### src/rtl/motor_pwm_ramp.sv
// Dual-channel H-bridge PWM with soft-start duty ramping, zero-duty direction reversal and a fault FSM.
// Optional macro AUTO_RETRY_EN adds a COOL state that re-arms the bridges after a cooldown.
module motor_pwm_ramp #(
  parameter int PWM_BITS     = 8,
  parameter int PRESCALE     = 16,
  parameter int RAMP_DIV     = 65536,
  parameter int RETRY_CYCLES = 100000000
) (
  input  logic                CLK100MHZ,
  input  logic                RST,
  input  logic [PWM_BITS-1:0] DUTY_A,
  input  logic [PWM_BITS-1:0] DUTY_B,
  input  logic                DIR_A,
  input  logic                DIR_B,
  input  logic                ENA,
  input  logic                ENB,
  input  logic                OVERCURRENT,
  output logic                PWM_A,
  output logic                PWM_B,
  output logic                IN1,
  output logic                IN2,
  output logic                IN3,
  output logic                IN4,
  output logic                FAULT
);

  localparam int PRE_W  = (PRESCALE > 1) ? $clog2(PRESCALE) : 1;
  localparam int RAMP_W = (RAMP_DIV > 1) ? $clog2(RAMP_DIV) : 1;

`ifdef AUTO_RETRY_EN
  localparam int COOL_W = (RETRY_CYCLES > 1) ? $clog2(RETRY_CYCLES) : 1;
  typedef enum logic [1:0] {S_RUN, S_FAULT, S_COOL} state_t;
`else
  typedef enum logic {S_RUN, S_FAULT} state_t;
`endif

  state_t r_state, w_state_nxt;

  logic [PRE_W-1:0]    r_pre_cnt;
  logic [RAMP_W-1:0]   r_ramp_cnt;
  logic [PWM_BITS-1:0] r_pwm_cnt;
  logic                w_pre_wrap, w_tick, w_fault_in, w_run_ok;

  logic [1:0][PWM_BITS-1:0] r_duty, w_duty_in, w_tgt;
  logic [1:0]               r_dir_q, w_dir_in, r_pwm;
  logic [1:0][1:0]          r_in;

  assign w_duty_in  = {DUTY_B, DUTY_A};
  assign w_dir_in   = {DIR_B, DIR_A};
  assign w_fault_in = OVERCURRENT | ~ENA | ~ENB;
  // Gate on the live fault inputs so the pins drop on the very edge the fault is sampled.
  assign w_run_ok   = (r_state == S_RUN) && !w_fault_in;
  assign w_pre_wrap = (r_pre_cnt == PRE_W'(PRESCALE - 1));
  assign w_tick     = (r_ramp_cnt == RAMP_W'(RAMP_DIV - 1));

  always_ff @(posedge CLK100MHZ or posedge RST) begin
    if (RST) begin
      r_pre_cnt  <= '0;
      r_pwm_cnt  <= '0;
      r_ramp_cnt <= '0;
    end else begin
      r_pre_cnt  <= w_pre_wrap ? '0 : r_pre_cnt + 1'b1;
      r_ramp_cnt <= w_tick ? '0 : r_ramp_cnt + 1'b1;
      if (w_pre_wrap) r_pwm_cnt <= r_pwm_cnt + 1'b1;
    end
  end

  // A pending reversal targets zero; the direction only latches once the channel is stopped.
  always_comb begin
    w_tgt = '0;
    for (int ch = 0; ch < 2; ch++)
      w_tgt[ch] = (w_dir_in[ch] != r_dir_q[ch]) ? '0 : w_duty_in[ch];
  end

  always_ff @(posedge CLK100MHZ or posedge RST) begin
    if (RST) begin
      r_duty  <= '0;
      r_dir_q <= '1;
    end else if (!w_run_ok) begin
      r_duty <= '0;
    end else if (w_tick) begin
      for (int ch = 0; ch < 2; ch++) begin
        if (r_duty[ch] == '0) r_dir_q[ch] <= w_dir_in[ch];
        if (r_duty[ch] < w_tgt[ch])      r_duty[ch] <= r_duty[ch] + 1'b1;
        else if (r_duty[ch] > w_tgt[ch]) r_duty[ch] <= r_duty[ch] - 1'b1;
      end
    end
  end

  always_ff @(posedge CLK100MHZ or posedge RST) begin
    if (RST) begin
      r_pwm <= '0;
      r_in  <= '0;
    end else begin
      for (int ch = 0; ch < 2; ch++) begin
        r_pwm[ch] <= w_run_ok && (r_pwm_cnt < r_duty[ch]);
        if (!w_run_ok || r_duty[ch] == '0) r_in[ch] <= 2'b00;
        else                               r_in[ch] <= r_dir_q[ch] ? 2'b10 : 2'b01;
      end
    end
  end

`ifdef AUTO_RETRY_EN
  logic [COOL_W-1:0] r_cool_cnt;
  logic              w_cool_done;

  assign w_cool_done = (r_cool_cnt == COOL_W'(RETRY_CYCLES - 1));

  always_ff @(posedge CLK100MHZ or posedge RST) begin
    if (RST)                                    r_cool_cnt <= '0;
    else if (r_state != S_COOL || w_cool_done)  r_cool_cnt <= '0;
    else                                        r_cool_cnt <= r_cool_cnt + 1'b1;
  end
`endif

  always_ff @(posedge CLK100MHZ or posedge RST) begin
    if (RST) r_state <= S_RUN;
    else     r_state <= w_state_nxt;
  end

  always_comb begin
    w_state_nxt = r_state;
    case (r_state)
      S_RUN:   if (w_fault_in) w_state_nxt = S_FAULT;
`ifdef AUTO_RETRY_EN
      S_FAULT: w_state_nxt = S_COOL;
      S_COOL:  if (w_cool_done && !w_fault_in) w_state_nxt = S_RUN;
`else
      S_FAULT: w_state_nxt = S_FAULT;
`endif
      default: w_state_nxt = S_FAULT;
    endcase
  end

  assign PWM_A = r_pwm[0];
  assign PWM_B = r_pwm[1];
  assign IN1   = r_in[0][1];
  assign IN2   = r_in[0][0];
  assign IN3   = r_in[1][1];
  assign IN4   = r_in[1][0];
  assign FAULT = (r_state != S_RUN);

endmodule

### config.mk
export PLATFORM = sky130hd
export DESIGN_NAME = motor_pwm_ramp
export DESIGN_NICKNAME = d
export VERILOG_FILES = /design/src/rtl/motor_pwm_ramp.sv
export SDC_FILE = /design/constraint.sdc
export NUM_CORES = 1
export LEC_CHECK = 0
export ABC_CLOCK_PERIOD_IN_PS = 3700
export BUFFER_PORTS_ARGS = -buffer_cell sky130_fd_sc_hd__clkbuf_2
export CAP_MARGIN = 20
export CORE_AREA = 4 4 114 116
export CTS_CLUSTER_DIAMETER = 80
export DETAILED_ROUTE_END_ITERATION = 8
export DIE_AREA = 0 0 118 120
export PLACE_DENSITY = 0.5
export SLEW_MARGIN = 10
export SYNTH_ARGS = -nofsm -noshare
export SYNTH_HDL_FRONTEND = slang
export SYNTH_SLANG_ARGS = --single-unit
### constraint.sdc
create_clock -name CLK100MHZ -period 3.7 [get_ports CLK100MHZ]
set_input_delay 0.74 -clock CLK100MHZ [delete_from_list [all_inputs] [get_ports CLK100MHZ]]
set_output_delay 0.74 -clock CLK100MHZ [all_outputs]
set_load 0.03 [all_outputs]
# Word-level counts from Yosys, hierarchy flattened

Index checks and enable logic that the tools add are counted.

Bits in registers: 53
Bits of input ports: 23
Output and inout port bits: 7
Word-level logic and storage cells: 65

$add $sub $neg: 7
Magnitude comparators: 6
Eq/ne operators: 7
Muxes and demuxes: 16
Bitwise operators: 5
Reductions and logical operators: 13

Operators by type and width:

| operator                                                                 | number |
|---|---|
| 16-bit two-way mux                                                       | 3 |
| 8-bit two-way mux                                                        | 6 |
| 8-bit < comparator                                                       | 4 |
| 8-bit by 1-bit adder with 8-bit output (second input constant)           | 3 |
| 16-bit by 1-bit adder with 16-bit output (second input constant)         | 1 |
| 16-bit == test (second input constant)                                   | 1 |
| 8-bit greater-than comparator                                            | 2 |
| 8-bit zero test                                                          | 2 |
| 8-bit by 1-bit subtractor with 8-bit output (second input constant)      | 2 |
| 2-bit two-way mux                                                        | 4 |
| 3-bit by 1-bit inequality test with 1-bit output (second input constant) | 2 |
| 3-bit AND reduction                                                      | 2 |
| 4-bit by 1-bit adder with 4-bit output (second input constant)           | 1 |
| 4-bit == test (second input constant)                                    | 1 |
| 4-bit two-way mux                                                        | 1 |
| 2-bit AND reduction                                                      | 2 |
| 1-bit logical AND                                                        | 3 |
| 1-bit inverter                                                           | 3 |
| 1-bit zero test                                                          | 2 |
| 1-bit logical OR                                                         | 2 |
| 1-bit inequality test                                                    | 2 |
| 2-bit inequality test (second input constant)                            | 1 |
| 1-bit OR                                                                 | 2 |
| 1-bit case mux with 2 select lines                                       | 1 |
| 1-bit two-way mux                                                        | 1 |

# Longest topological paths before layout

Gate-level depths: netlist of run 1.

Depth after elaboration: 8
Mapped depth: 15

# Worst setup path after synthesis of run 1

No wires, ideal clock.

Path type: input to register
Start: input port DIR_B
End: register r_duty[14] in the netlist's numbering
Library setup time: 0.122 ns
Data arrival time: 3.745 ns
Required time: 3.578 ns
Setup slack: -0.166 ns
Cell stages on the path: 14
Cells stage by stage: xnor2_1 -> nand2_1 -> ha_1 -> nor2b_1 -> o211ai_1 -> a21oi_1 -> nand2b_1 -> ha_1 -> nor2b_1 -> o21ai_0 -> a21boi_0 -> o21a_1 -> or3_1 -> a32o_1

Longest elaborated chain between the ends: 6

RTL lines:

| element                 | line | RTL |
|---|---|---|
| from (decl)             | 14   | `input logic DIR_B,` |
| 1-bit inequality test * | 72   | `w_tgt[ch] = (w_dir_in[ch] != r_dir_q[ch]) ? '0 : w_duty_in[ch];` |
| 8-bit two-way mux *     | 72   |  |
| 8-bit < comparator      | 84   | `if (r_duty[ch] < w_tgt[ch]) r_duty[ch] <= r_duty[ch] + 1'b1;` |
| 8-bit two-way mux       | 84   |  |
| 16-bit two-way mux      | 81   | `end else if (w_tick) begin` |
| 16-bit two-way mux      | 79   | `end else if (!w_run_ok) begin` |
| to (signal assigned)    | 77   | `r_duty <= '0;` |
| to (signal assigned)    | 80   | `r_duty <= '0;` |
| to (decl)               | 44   | `logic [1:0][PWM_BITS-1:0] r_duty, w_duty_in, w_tgt;` |

Mark *: on every way between the ends. The rest lies on a longest branch, timed or not. The select of a mux whose other input is x is not followed.
A chain may end at the register's enable or synchronous reset.

# Worst setup path after layout of run 1

Start: input port DIR_B
End: register r_duty[15] in the netlist's numbering

Same word-level chain as after synthesis.

==> reports/results.ini, run 1 <==
[final_layout]
syn_to_final_growth_pct=20.7
diodes=0
seq_area_mm2=0.00133
final_layout_size_suffix_gt1_share_pct=21.1
num-fill-cells=1195
multi_input_area_mm2=0.00216
final_cell_count_no_fill=565
final_area_mm2=0.00426
layout.nets=487

[power_and_ir_drop]
power.total_mw=1.17
power_density_mw_per_mm2=274
leakage_nw=1.99
ir_drop_mv=0.200

[floorplan]
num_io_pins=30
fp-row-count=40
die-width_um=118
initial_utilization_pct=29.6
die_area_mm2=0.0142
coreArea_mm2=0.0119
die_y_um=120

[cts]
cts_setup_buffers=0
postCtsHoldBufs=0
cts_tree=done
cts-root-buf=clkbuf_16
h-tree-depth=2
clkSinkCount=53
numCtsBuffers=5
path_clk_slew_ns=0.07
cts_buffer_depth=2
worst_skew_pair.late_latency_ns=0.29

[yosys]
synth-edff-count=0
synth_nets=430
synth_cell_types=53
ys_seq_area_share_pct=37.6
ys.flop_type=dfrtp_1
ys_seq_elements=53
yosysWarnings=0
synth_most_common_cell=dfrtp_1
synthArstFlopShare_pct=100
synth_top_area_share_pct=36.1
yosysTopAreaCell=dfrtp_1
synth_area_leaders=dfrtp_1 (36%), ha_1 (16%), nand2_1 (4.0%), xnor2_1 (3.7%), xor2_1 (3.2%)
synthesis.area_mm2=0.00353
synth_cells=360
synth_common_cells=dfrtp_1 (51), ha_1 (45), nand2_1 (38)
synth_area_per_cell_um2=9.81

[detailed_routing]
routed_wl_um=7570
via_per_inst=4.92
drt_iter0_drc=115
vias=2781
wl_per_cell_um=13.4
drc_errors=0
detail-route-antenna-nets=0
first_pass_iters=4

[setup_path]
endpoint_kind=flip-flop
max_stage_delay_ns=0.36
path_cells=clkbuf_2 -> xnor2_4 -> nand2_1 -> ha_1 -> nor2b_1 -> o211ai_1 -> a21oi_1 -> nand2b_4 -> buf_4 -> ha_4 -> nand3_1 -> o211ai_1 -> o41ai_2 -> or3_1 -> a21boi_2 -> a2bb2oi_2
crit_path_start_kind=input pin
path_class=in2reg
crit_family=compound AO/OA/AOI/OAI gates
cpMaxStageDelayCell=or3_1
cp_data_arrival_time_ns=3.75
worstPathMaxFanout=8
worstPathRequired_ns=3.92
crit_buf_inv=2
worst_path_most_repeated_cell=o211ai_1

[global_routing]
grt_start_max_net_pins=39
grt_pass1_wl_um=12900
grt_use_total_pct=10.9
grt_pass1_vias=2758
overflow=0
antenna_found_initial=0

[timing]
hold-worst-slack_ns=0.484
maxSlewViolCount=0
fin_skew_ns=0.00574
fin_crit_sh_pct=95.4
finalHoldViolCount=0
fmax_ghz=0.283
setup_tns_ns=0
setup_viol=0
min_period_ns=3.53
slew-limit-headroom_pct=44.4
rsz0062_at_grt=yes
tightest_slew_ns=0.833

[place]
hpwl_um=5880
placed_area_mm2=0.00404
place.gp.congestion=0.790
dp.cells=557
port_buffers=29

[min_path]
min_path_type=reg2reg

[status]
status=finished clean

[job]
max_cap_violations=0

==> routing by layer <==
layer / track usage, % / part of all wire [%] / vias up
met5: 0 / 0 / -
met4: 2.20 / 0.75 / 0
li1: - / - / 1404
met2: 18.7 / 49 / 27
met1: 14.6 / 48 / 1345
met3: 1.79 / 2.3 / 5
==> placed cells by master (no fill, tap or decap), types with 3 or more instances in the layout <==
master      n
nor3_1      4
nor4_1      4
nor2_1     26
o21ai_0    15
nand4_1     8
nand2_1    38
a21oi_1    15
clkbuf_16   5
a21boi_0    3
o31ai_1     3
o211ai_1    4
dfrtp_1    51
nand3_1    13
and3_1      6
ha_1       42
buf_4      23
xnor2_1    14
o21ai_1     5
clkbuf_2   29
ha_4        3
inv_1      25
mux2_2      4
nor2b_1     5
a31oi_1     3
xor2_1     13
a22o_1      3
or3_1       4
a21o_1      5
a211o_1     3
==> stage by stage <==
stage	util [%]	setup slack (ns)
floorplan	-	0.0167
global placement	33.9	-0.206
global route	35.8	-0.0351
finish	35.8	0.169
detailed placement	33.9	-0.305
CTS	35.2	0.0309
==> worst paths after layout <==
check / slack [ns] / cells past startpoint / to / from
setup / recovery: 0.17 / 16 / r_duty[15] / DIR_B
setup reg to reg: 0.23 / 15 / r_duty[15] / r_dir_q[1]
hold reg to reg: 0.48 / 1 / r_pre_cnt[3] / r_pre_cnt[3]
min in group asynchronous: 0.60 / 2 / IN2 / RST
max in group asynchronous: 2.43 / 3 / r_pre_cnt[0] / RST
hold / removal: 0.48 / 1 / r_pre_cnt[3] / r_pre_cnt[3]
==> flip-flops by register name, indices dropped and copies added (netlist names) <==
name and cells:
IN4 1, r_duty 16, r_dir_q 2, IN3 1
r_pwm_cnt 8, IN2 1, r_pwm 2, IN1 1
FAULT 1, r_ramp_cnt 16, r_pre_cnt 4
==> power by group <==
| part | internal, mW | switching (mW) | total [mW] | leakage [nW] |
|---|---|---|---|---|
| Clock | 0.291 | 0.207 | 0.498 | 0.0805 |
| Sequential | 0.579 | 0 | 0.579 | 0.699 |
| Combinational | 0.0439 | 0.0477 | 0.0917 | 1.21 |
==> area by class of cell <==
type	count	share of cell area, %
repair buffers	52	7.46
flip-flops and latches	53	31.2
well taps	147	4.32
clock inverters	1	0.206
inverters	27	2.44
clock buffers	7	3.58
multi-input cells	278	50.8
==> cells by family after synthesis <==
family	Yosys count	synth area share (%)
multiplexers	4	1.28
buffers and inverters	29	3.37
XOR/XNOR	28	6.95
flip-flops	53	37.6
adder cells (fa/ha/maj)	47	17.1
AO/OA/AOI/OAI	75	15.0
AND/OR/NAND/NOR	124	18.7
==> repair_timing <==
item | CTS | global route
gates resized for setup | 1 | 10
setup endpoints to repair | 1 | 4
pin swaps | 0 | 4
Note: power is estimated with default switching activity, not from simulation.
==> inputs of run 2 (changes only) <==
--- a/config.mk
+++ b/config.mk
@@ -8,11 +8,11 @@
 export ABC_CLOCK_PERIOD_IN_PS = 3700
 export BUFFER_PORTS_ARGS = -buffer_cell sky130_fd_sc_hd__clkbuf_2
 export CAP_MARGIN = 20
-export CORE_AREA = 4 4 114 116
+export CORE_AREA = 4 4 106 108
 export CTS_CLUSTER_DIAMETER = 80
 export DETAILED_ROUTE_END_ITERATION = 8
-export DIE_AREA = 0 0 118 120
-export PLACE_DENSITY = 0.5
+export DIE_AREA = 0 0 110 112
+export PLACE_DENSITY = 0.55
 export SLEW_MARGIN = 10
 export SYNTH_ARGS = -nofsm -noshare
 export SYNTH_HDL_FRONTEND = slang
==> run 2 against run 1 <==
  * Register-to-register slack barely moved
  * Highest routed layer unchanged
  * Fmax is 2.1% higher
  * Hold slack worse by 0.00088 ns
  * Critical path type is now reg2reg
==> reports/results.ini, run 2 (synthesis gave the netlist of run 1 again) <==
[status]
status=finished clean

[setup_path]
endpoint_kind=flip-flop
startpoint=r_dir_q[0]
cp.depth=15
crit_buf_inv=1
path_class=reg2reg
cp_data_arrival_time_ns=3.69
rr_worst_depth=15
cpMaxStageDelayCell=dfstp_2
path_cells=xnor2_1 -> buf_4 -> nand2_1 -> ha_1 -> nor2b_1 -> o211ai_1 -> a21oi_1 -> or2_4 -> ha_1 -> nand3_1 -> o211ai_1 -> o41ai_2 -> or3_1 -> a211o_1 -> o21ai_1
max_stage_delay_ns=0.57
crit_family=compound AO/OA/AOI/OAI gates
worstPathMaxFanout=8
crit_path_start_kind=flip-flop
worstPathRequired_ns=3.93
regToRegStartpoint=r_dir_q[0]

[cts]
h-tree-depth=2
cts_tree=done
cts_buffer_depth=2
cts-root-buf=clkbuf_8
numCtsBuffers=5
clkSinkCount=53
worst_skew_pair.late_latency_ns=0.31
path_clk_slew_ns=0.10

[place]
hpwl_um=5670
dp.cells=542
port_buffers=29
place.gp.congestion=0.806
placed_area_mm2=0.00399

[timing]
setup_viol=0
min_period_ns=3.46
hold-worst-slack_ns=0.484
fmax_ghz=0.289
slew-limit-headroom_pct=54.3
setup_tns_ns=0
maxSlewViolCount=0
tightest_slew_ns=0.684
fin_skew_ns=0.0115
rsz0062_at_grt=yes
finalHoldViolCount=0
fin_crit_sh_pct=93.5

[final_layout]
layout.nets=487
final_area_mm2=0.00416
largest_registers=r_duty (16), r_ramp_cnt (16), r_pwm_cnt (8)
seq_area_mm2=0.00133
mostFrequentLayoutCells=dfrtp_1 (51), ha_1 (43), nand2_1 (38)
final_layout_size_suffix_gt1_share_pct=20.6
final_cell_count_no_fill=554
final_util_pct=40.7
diodes=0
multi_input_area_mm2=0.00214
final_common_cell=dfrtp_1
num-fill-cells=1003
syn_to_final_growth_pct=17.8

[power_and_ir_drop]
p_comb_share_pct=8.7
switching_power_mw=0.252
p_int_mw=0.759
switching_share_pct=24.9
leakage_nw=1.96
clkPwrFrac_pct=34.0
power_density_mw_per_mm2=243
power_frac_seq_pct=57.2
ir_drop_mv=0.175

[floorplan]
initial_utilization_pct=34.5
die-width_um=110
die_area_mm2=0.0123
coreArea_mm2=0.0102
fp-row-count=37
num_io_pins=30
die_y_um=112

[detailed_routing]
first_pass_iters=4
via_per_inst=4.95
routed_wl_um=7400
detail-route-antenna-nets=0
wl_per_cell_um=13.4
vias=2745
drt_iter0_drc=81
drc_errors=0

[global_routing]
grt_start_max_net_pins=33
grt_pass1_wl_um=12600
antenna_found_initial=0
grt_pass1_vias=2685
overflow=0
grt_use_total_pct=12.7

[min_path]
whs_path_depth=1
min_path_type=reg2reg
worst_hold_startpoint=r_pre_cnt[3]

[job]
max_cap_violations=0

[run 2: timing repair]
| action | CTS | global route |
|---|---|---|
| endpoints found under the setup margin | 0 | 4 |
| resized for setup | 0 | 7 |
| hold buffers | 0 | 0 |
| buffers inserted | 0 | 4 |
| hold endpoints to repair | 0 | 0 |
[run 2: final timing paths]
check	endpoint	slack, ns
setup / recovery	r_duty[7]	0.24
hold / removal	r_pre_cnt[3]	0.48
setup reg to reg	r_duty[7]	0.24
hold reg to reg	r_pre_cnt[3]	0.48
max in group asynchronous	r_duty[0]	2.43
min in group asynchronous	r_ramp_cnt[8]	0.51
[run 2: stage by stage]
stage                     total power [mW]  worst slack (ns)
after detailed placement             0.677            -0.134
final                                 1.01             0.242
after floorplan                      0.640            0.0167
after global placement               0.675           -0.0525
after CTS                             1.02             0.115
after global routing                  1.06           -0.0143
[run 2: power groups by stage]
stage	registers, mW	logic [mW]	clock network (mW)
4_1_cts	0.579	0.0874	0.358
3_5_place_dp	0.590	0.0866	0
6_report	0.579	0.0885	0.344
2_1_floorplan	0.590	0.0493	0
5_1_grt	0.579	0.100	0.378
3_3_place_gp	0.590	0.0851	0
[run 2: cell type report]
cell class              instances  share of cell area [%]
inverters                      27                    2.50
multi-input cells             278                    51.5
clock buffers                   5                    1.65
flip-flops and latches         53                    31.9
clock inverters                 3                   0.632
well taps                     136                    4.09
repair buffers                 52                    7.64
[run 2: metal layers]
layer | vias up | GRT usage [%] | part of all wire [%]
met2 | 40 | 20.4 | 46
met3 | 14 | 2.20 | 3.0
met4 | 0 | 4.41 | 2.5
li1 | 1403 | - | -
met1 | 1288 | 16.9 | 48
met5 | - | 0 | 0
